==> src/rtl/mem_stage.sv <==
// Memory-access pipeline stage: latches the execute bus, aligns and extends SRAM load data,
// and hands the result to writeback. Define MEM_LOAD_STATS_EN to add the retired-load counter.
module mem_stage #(
    parameter int EX_BUS_W = 108,
    parameter int WB_BUS_W = 70
) (
    input  logic                clk,
    input  logic                resetn,
    output logic                mem_allowin,
    input  logic                ex_to_mem_valid,
    input  logic [EX_BUS_W-1:0] ex_to_mem_bus,
    input  logic                wb_allowin,
    output logic                mem_to_wb_valid,
    output logic [WB_BUS_W-1:0] mem_to_wb_bus,
    output logic [37:0]         mem_to_id_bus,
    input  logic [31:0]         data_sram_rdata
`ifdef MEM_LOAD_STATS_EN
    ,
    output logic [31:0]         load_cnt
`endif
);

    logic                mem_valid_q, mem_valid_d;
    logic [EX_BUS_W-1:0] bus_q, bus_d;
    logic                rdata_first_q, rdata_first_d;
    logic                buf_vld_q, buf_vld_d;
    logic [31:0]         rdata_buf_q, rdata_buf_d;

    logic        mem_ready_go;
    logic        accept;
    logic        leave;
    logic [31:0] pc;
    logic        res_from_mem;
    logic        rf_we;
    logic [4:0]  rf_waddr;
    logic [31:0] alu_result;
    logic [31:0] rkd_value;
    logic [1:0]  addr_lo;
    logic        op_b, op_h, op_u;
    logic [31:0] rdata_eff;
    logic [7:0]  byte_val;
    logic [15:0] half_val;
    logic [31:0] load_data;
    logic [31:0] final_result;
    logic        unused_rkd;

    assign {pc, res_from_mem, rf_we, rf_waddr, alu_result, rkd_value,
            addr_lo, op_b, op_h, op_u} = bus_q;
    assign unused_rkd = ^rkd_value;

    assign mem_ready_go    = 1'b1;
    assign mem_allowin     = ~mem_valid_q | (mem_ready_go & wb_allowin);
    assign mem_to_wb_valid = mem_valid_q & mem_ready_go;
    assign accept          = ex_to_mem_valid & mem_allowin;
    assign leave           = mem_to_wb_valid & wb_allowin;

    // SRAM data is only valid the cycle after the request; a stalled load replays from the buffer.
    assign rdata_eff = buf_vld_q ? rdata_buf_q : data_sram_rdata;

    always_comb begin
        byte_val  = 8'(rdata_eff >> {addr_lo, 3'b000});
        half_val  = 16'(rdata_eff >> {addr_lo[1], 4'b0000});
        load_data = rdata_eff;
        if (op_b) begin
            load_data = {{24{byte_val[7] & ~op_u}}, byte_val};
        end else if (op_h) begin
            load_data = {{16{half_val[15] & ~op_u}}, half_val};
        end
        final_result = res_from_mem ? load_data : alu_result;
    end

    assign mem_to_wb_bus = {pc, rf_we & mem_valid_q, rf_waddr, final_result};
    assign mem_to_id_bus = {rf_we & mem_valid_q, rf_waddr, final_result};

    always_comb begin
        mem_valid_d   = mem_valid_q;
        bus_d         = bus_q;
        rdata_first_d = accept;
        buf_vld_d     = buf_vld_q;
        rdata_buf_d   = rdata_buf_q;
        if (mem_allowin) begin
            mem_valid_d = ex_to_mem_valid;
        end
        if (accept) begin
            bus_d = ex_to_mem_bus;
        end
        if (leave) begin
            buf_vld_d = 1'b0;
        end else if (mem_valid_q & rdata_first_q & ~wb_allowin) begin
            buf_vld_d   = 1'b1;
            rdata_buf_d = data_sram_rdata;
        end
    end

    always_ff @(posedge clk) begin
        if (!resetn) begin
            mem_valid_q   <= 1'b0;
            bus_q         <= '0;
            rdata_first_q <= 1'b0;
            buf_vld_q     <= 1'b0;
            rdata_buf_q   <= '0;
        end else begin
            mem_valid_q   <= mem_valid_d;
            bus_q         <= bus_d;
            rdata_first_q <= rdata_first_d;
            buf_vld_q     <= buf_vld_d;
            rdata_buf_q   <= rdata_buf_d;
        end
    end

`ifdef MEM_LOAD_STATS_EN
    logic [31:0] load_cnt_q, load_cnt_d;

    always_comb begin
        load_cnt_d = load_cnt_q;
        if (leave & res_from_mem) begin
            load_cnt_d = load_cnt_q + 32'd1;
        end
    end

    always_ff @(posedge clk) begin
        if (!resetn) begin
            load_cnt_q <= '0;
        end else begin
            load_cnt_q <= load_cnt_d;
        end
    end

    assign load_cnt = load_cnt_q;
`endif

endmodule

==> config.mk <==
export PLATFORM = sky130hd
export DESIGN_NAME = mem_stage
export DESIGN_NICKNAME = d
export VERILOG_FILES = /design/src/rtl/mem_stage.sv
export SDC_FILE = /design/constraint.sdc
export NUM_CORES = 1
export LEC_CHECK = 0
export BUFFER_PORTS_ARGS = -buffer_cell sky130_fd_sc_hd__clkbuf_2
export CORE_MARGIN = 1.5
export CORE_UTILIZATION = 26
export DETAILED_ROUTE_END_ITERATION = 7
export HOLD_SLACK_MARGIN = 0.1
export PLACE_DENSITY = 0.44
export SLEW_MARGIN = 10
export SYNTH_ARGS = -nofsm -noshare
export SYNTH_HDL_FRONTEND = slang
export SYNTH_SLANG_ARGS = --single-unit
==> constraint.sdc <==
create_clock -name clk -period 2.54 [get_ports clk]
set_input_delay 0.254 -clock clk [delete_from_list [all_inputs] [get_ports clk]]
set_output_delay 0.254 -clock clk [all_outputs]
set_load 0.05 [all_outputs]
Word level (Yosys, flattened, before mapping)
Index checks and enable logic that the tools add are counted.
{ "word_totals": {"romBits": 0, "ramBits": 0, "output_inout_bits": 110, "in_bits": 144, "reg_bits": 143, "latch_bits": 0, "wordCells": 26, "n_memories": 0} }
{ "op_classes": {"reduce_logical": 2, "n_mux": 4, "n_shift": 2, "bitwise": 13, "add_sub_neg": 0, "n_mul": 0, "n_eq_ne": 0, "div_mod_pow": 0, "magnitude_cmp": 0} }
{ "op_table": {"columns": ["op", "count"], "rows": [
  ["2-to-1 mux 32 bit", 4],
  ["right shift 32 x 5 -> 16 bit", 1],
  ["right shift 32 x 5 -> 8 bit", 1],
  ["AND 1 bit", 7],
  ["NOT 1 bit", 5],
  ["AND reduction 2 bit", 1],
  ["OR reduction 2 bit", 1],
  ["OR 1 bit", 1]
]} }

Depth between registers and ports, before layout
{ "depth": {"ltp_word": 6, "mapped_depth": 8, "mapped_depth_nobuf": 5} }

Worst setup path after synthesis
OpenSTA, ideal clock, no wires.
{ "synth_timing": {"path_kind": "flip-flop to output port", "from": "register bus_q[4]", "to": "output port mem_to_wb_bus[31]", "path_buffers": 3, "t_arrival_ns": 2.581, "path_stages_with_launch": 8, "setup_slack_ns": -0.295, "required_ns": 2.286, "cell_sequence": "dfxtp_1 buf_2 buf_2 inv_1 o2bb2ai_1 a21oi_1 o21ai_0 buf_4"} }
{ "synth_between": {"elab_chain_cells": 5, "word_cells_on_any_way": 7, "classes_between": "2 x shift; 3 x mux; 2 x bitwise"} }
{ "synth_lines": {"columns": ["element", "line", "source"], "rows": [
  ["start, declared", "24", "logic [EX_BUS_W-1:0] bus_q, bus_d;"],
  ["start signal, assigned", "104", "bus_q <= bus_d;"],
  ["right shift 32 x 5 -> 16 bit", "62", "half_val = 16'(rdata_eff >> {addr_lo[1], 4'b0000});"],
  ["AND 1 bit", "67", "load_data = {{16{half_val[15] & ~op_u}}, half_val};"],
  ["2-to-1 mux 32 bit", "66", "end else if (op_h) begin"],
  ["2-to-1 mux 32 bit *", "64", "if (op_b) begin"],
  ["2-to-1 mux 32 bit *", "69", "final_result = res_from_mem ? load_data : alu_result;"],
  ["end, declared", "14", "output logic [WB_BUS_W-1:0] mem_to_wb_bus,"]
]} }
Mark *: on every way between the ends. The rest lies on a longest branch, timed or not.

Final worst setup path
{ "layout_timing": {"from": "register buf_vld_q", "to": "output port mem_to_id_bus[15]"} }
{ "layout_between": {"elab_chain_cells": 5, "word_cells_on_any_way": 7, "classes_between": "2 x shift; 4 x mux; 1 x bitwise"} }
{ "layout_lines": {"columns": ["element", "line", "source"], "rows": [
  ["start, declared", "26", "logic buf_vld_q, buf_vld_d;"],
  ["start signal, assigned", "106", "buf_vld_q <= buf_vld_d;"],
  ["2-to-1 mux 32 bit *", "58", "assign rdata_eff = buf_vld_q ? rdata_buf_q : data_sram_rdata;"],
  ["right shift 32 x 5 -> 16 bit or right shift 32 x 5 -> 8 bit (tied branches)", "62, 61", null],
  ["2-to-1 mux 32 bit or AND 1 bit (tied branches)", "66, 65", null],
  ["2-to-1 mux 32 bit *", "64", null],
  ["2-to-1 mux 32 bit *", "69", null],
  ["end, declared", "15", "output logic [37:0] mem_to_id_bus,"]
]} }
Marked as above.

==> out/qor.csv <==
metric;value;unit
Worst EP arrival;2.26;ns
Hold Crit Class;input port to register;
Clock Tree Buf Depth;2;
clk_lat worst skew;0.35;ns
Synth top cells by count;nand2_1, dfxtp_1, a21boi_0;
DRT met1 WL;9960;um
worst hold slack;0.120;ns
final hold violation count;0;
Die Area;0.0252;mm2
Yosys top cell area share;35.2;%
core area;0.0237;mm2
port bufs;221;
drt first pass iters;4;
gpl congestion;0.794;
Vias;5572;
RSZ-0062 raised after global routing;yes;
diode count;0;
Max Cap Viol;0;
DP Area;0.00762;mm2
IO Count;254;
slowest stage cell, crit path;dfxtp_4;
Post-Syn Nets;920;
metal2 WL;9780;um
synthesis warning total;0;
Iter 0 DRT Violations;320;
largest net degree at the start of global routing;77;
CP required;2.29;ns
largest cells by area after synthesis;dfxtp_1, nand2_1, a21boi_0;
initial antenna violation count;0;
detailed placement HPWL;15000;um
critical path class;register to output pin;
sequential area share after synthesis;35.2;%
Synth Flop Type;dfxtp_1;
fin util;33.9;%
sequential power share;39.0;%
root buffer cell;clkbuf_16;
worst slew margin relative to its limit;41.0;%
Synth-to-Final Area Change;27.2;%
Syn Inst Count;776;
cell row count;56;
Sw Share;35.2;%
flop-to-flop setup slack;0.54;ns
DR top layer;met4;
Antenna Nets Post-Route;0;
drt wl/cell;17.2;um
peak supply drop;0.000347;V
worst path cell trace;mux2_4 -> o2bb2a_4 -> a41o_4 -> o32a_1 -> buf_12;
vias per cell;4.57;
clock power share;29.9;%
# setup viols final;0;
DIE WIDTH;159;um
layout cell share with drive strength beyond 1;33.7;%
most numerous cell in the Yosys netlist;nand2_1;
total leakage power;3.25;nW
Worst Path Buf+Inv;1;
achievable frequency;0.398;GHz
Gate power share;31.0;%
CP startpoint kind;register;
Synth Register Bits;111;
GRT Total Usage;16.6;%
Die Height;159;um
Unique masters post-synth;33;
Initial Utilization;26.7;%
Final Skew;0.00968;ns
drt total wl;21000;um
first-pass GRT wire length;32500;um
Tmin final;2.51;ns
Synth area leader;dfxtp_1;
critical path endpoint category;output pin;
status;completed;
Met3 Wirelength;1180;um
pre-CTS WS;0.264;ns
Slew Limit Fails;0;
CTS tree;built;
Syn Std Cell Area;0.00632;mm2
cell-internal power;3.11;mW
CTS Buf Count;9;
Reg clk slew, reported paths;0.08;ns
CP Max Fanout;8;
syn avg cell area;8.14;um2
clk sink count;111;
crit-path max cell delay;0.44;ns
NetSw;1.68;mW
drc violations;0;
CP delay by family, top;compound AO/OA/AOI/OAI gates;
final instance area;0.00804;mm2
# hold bufs at CTS;0;
fin crit share;98.9;%
H-Tree Depth;3;
gr ovfl total;0;
P per Cell Area;596;mW/mm2
vias in the first global route;5302;
Worst-Margin Slew;0.885;ns
setup ws final;0.0267;ns
number of flops mapped to enable cells by yosys;0;
Fill cells;2611;
# nets final;1041;
fraction of registers with async set/reset;0;%
==> state kept, by name, indices dropped and copies added (netlist names) <==
| signal | flops |
|---|---|
| buf_vld_q | 1 |
| bus_q | 76 |
| mem_to_wb_valid | 1 |
| rdata_buf_q | 32 |
| rdata_first_q | 1 |
==> tightest hold or removal path: cells and delay by family <==
family / cells / cell delay, ns
and+or+nand+nor: 1 / 0.04
buffers and inverters: 1 / 0.08
AOI/OAI and AO/OA: 1 / 0.06
==> kinds of logic after synthesis <==
| family | after synthesis | share of synthesized area [%] |
|---|---|---|
| multiplexers | 48 | 12.2 |
| AO/OA/AOI/OAI | 174 | 20.6 |
| AND/OR/NAND/NOR | 303 | 18.5 |
| buffers and inverters | 140 | 13.5 |
| flip-flops | 111 | 35.2 |
==> final timing paths <==
path,startpoint,end,depth (start not counted)
setup / recovery,buf_vld_q,mem_to_id_bus[15],5
hold / removal,ex_to_mem_bus[73],bus_q[73],3
setup reg to reg,mem_to_wb_valid,bus_q[42],5
hold reg to reg,bus_q[93],bus_q[93],2
==> layer usage <==
| metal | global-route usage (%) | vias up |
|---|---|---|
| met1 | 23.3 | 2611 |
| met2 | 26.5 | 164 |
| met5 | 0 | - |
| met3 | 3.79 | 5 |
| met4 | 1.93 | 0 |
| li1 | - | 2792 |
==> cell usage in the layout (no fill, tap or decap), drive strengths merged, types with 8 or more instances in the layout <==
cell and instances:
o221ai 15, mux2i 24, o32a 8, a21oi 20
a21boi 108, dfxtp 111, nor2 19, mux4 23
nand2 271, buf 71, clkbuf 186
==> power groups by stage <==
stage,registers [mW],clock network [mW],logic (mW)
final,1.87,1.43,1.49
after floorplan,1.90,0,1.05
after global routing,1.88,1.58,1.58
after global placement,1.91,0,1.47
after detailed placement,1.91,0,1.47
after CTS,1.87,1.51,1.48
==> per-stage QoR <==
step	cells	setup TNS [ns]	power [mW]
after detailed placement	1202	0	3.38
after global placement	1202	0	3.38
after global routing	1220	-0.544	5.03
final	1220	0	4.79
after floorplan	776	-0.556	2.95
after CTS	1218	-0.0508	4.86
==> timing repair <==
action                     4_1_cts  5_1_grt
setup endpoints to repair       48       54
resized for setup                9       41
cloned                           0        1
buffers inserted                 1        1
pin swaps                        6        7
==> final cells by class <==
cell class,instances,area [um2],share of cell area (%)
Multi-Input combinational cell,526,3320,41.3
Clock inverter,2,13.8,0.171
Inverter,5,18.8,0.234
Tap cell,319,399,4.97
Timing Repair Buffer,244,1780,22.1
Clock buffer,13,280,3.49
Sequential cell,111,2230,27.7
Note: power is estimated with default switching activity, not from simulation.
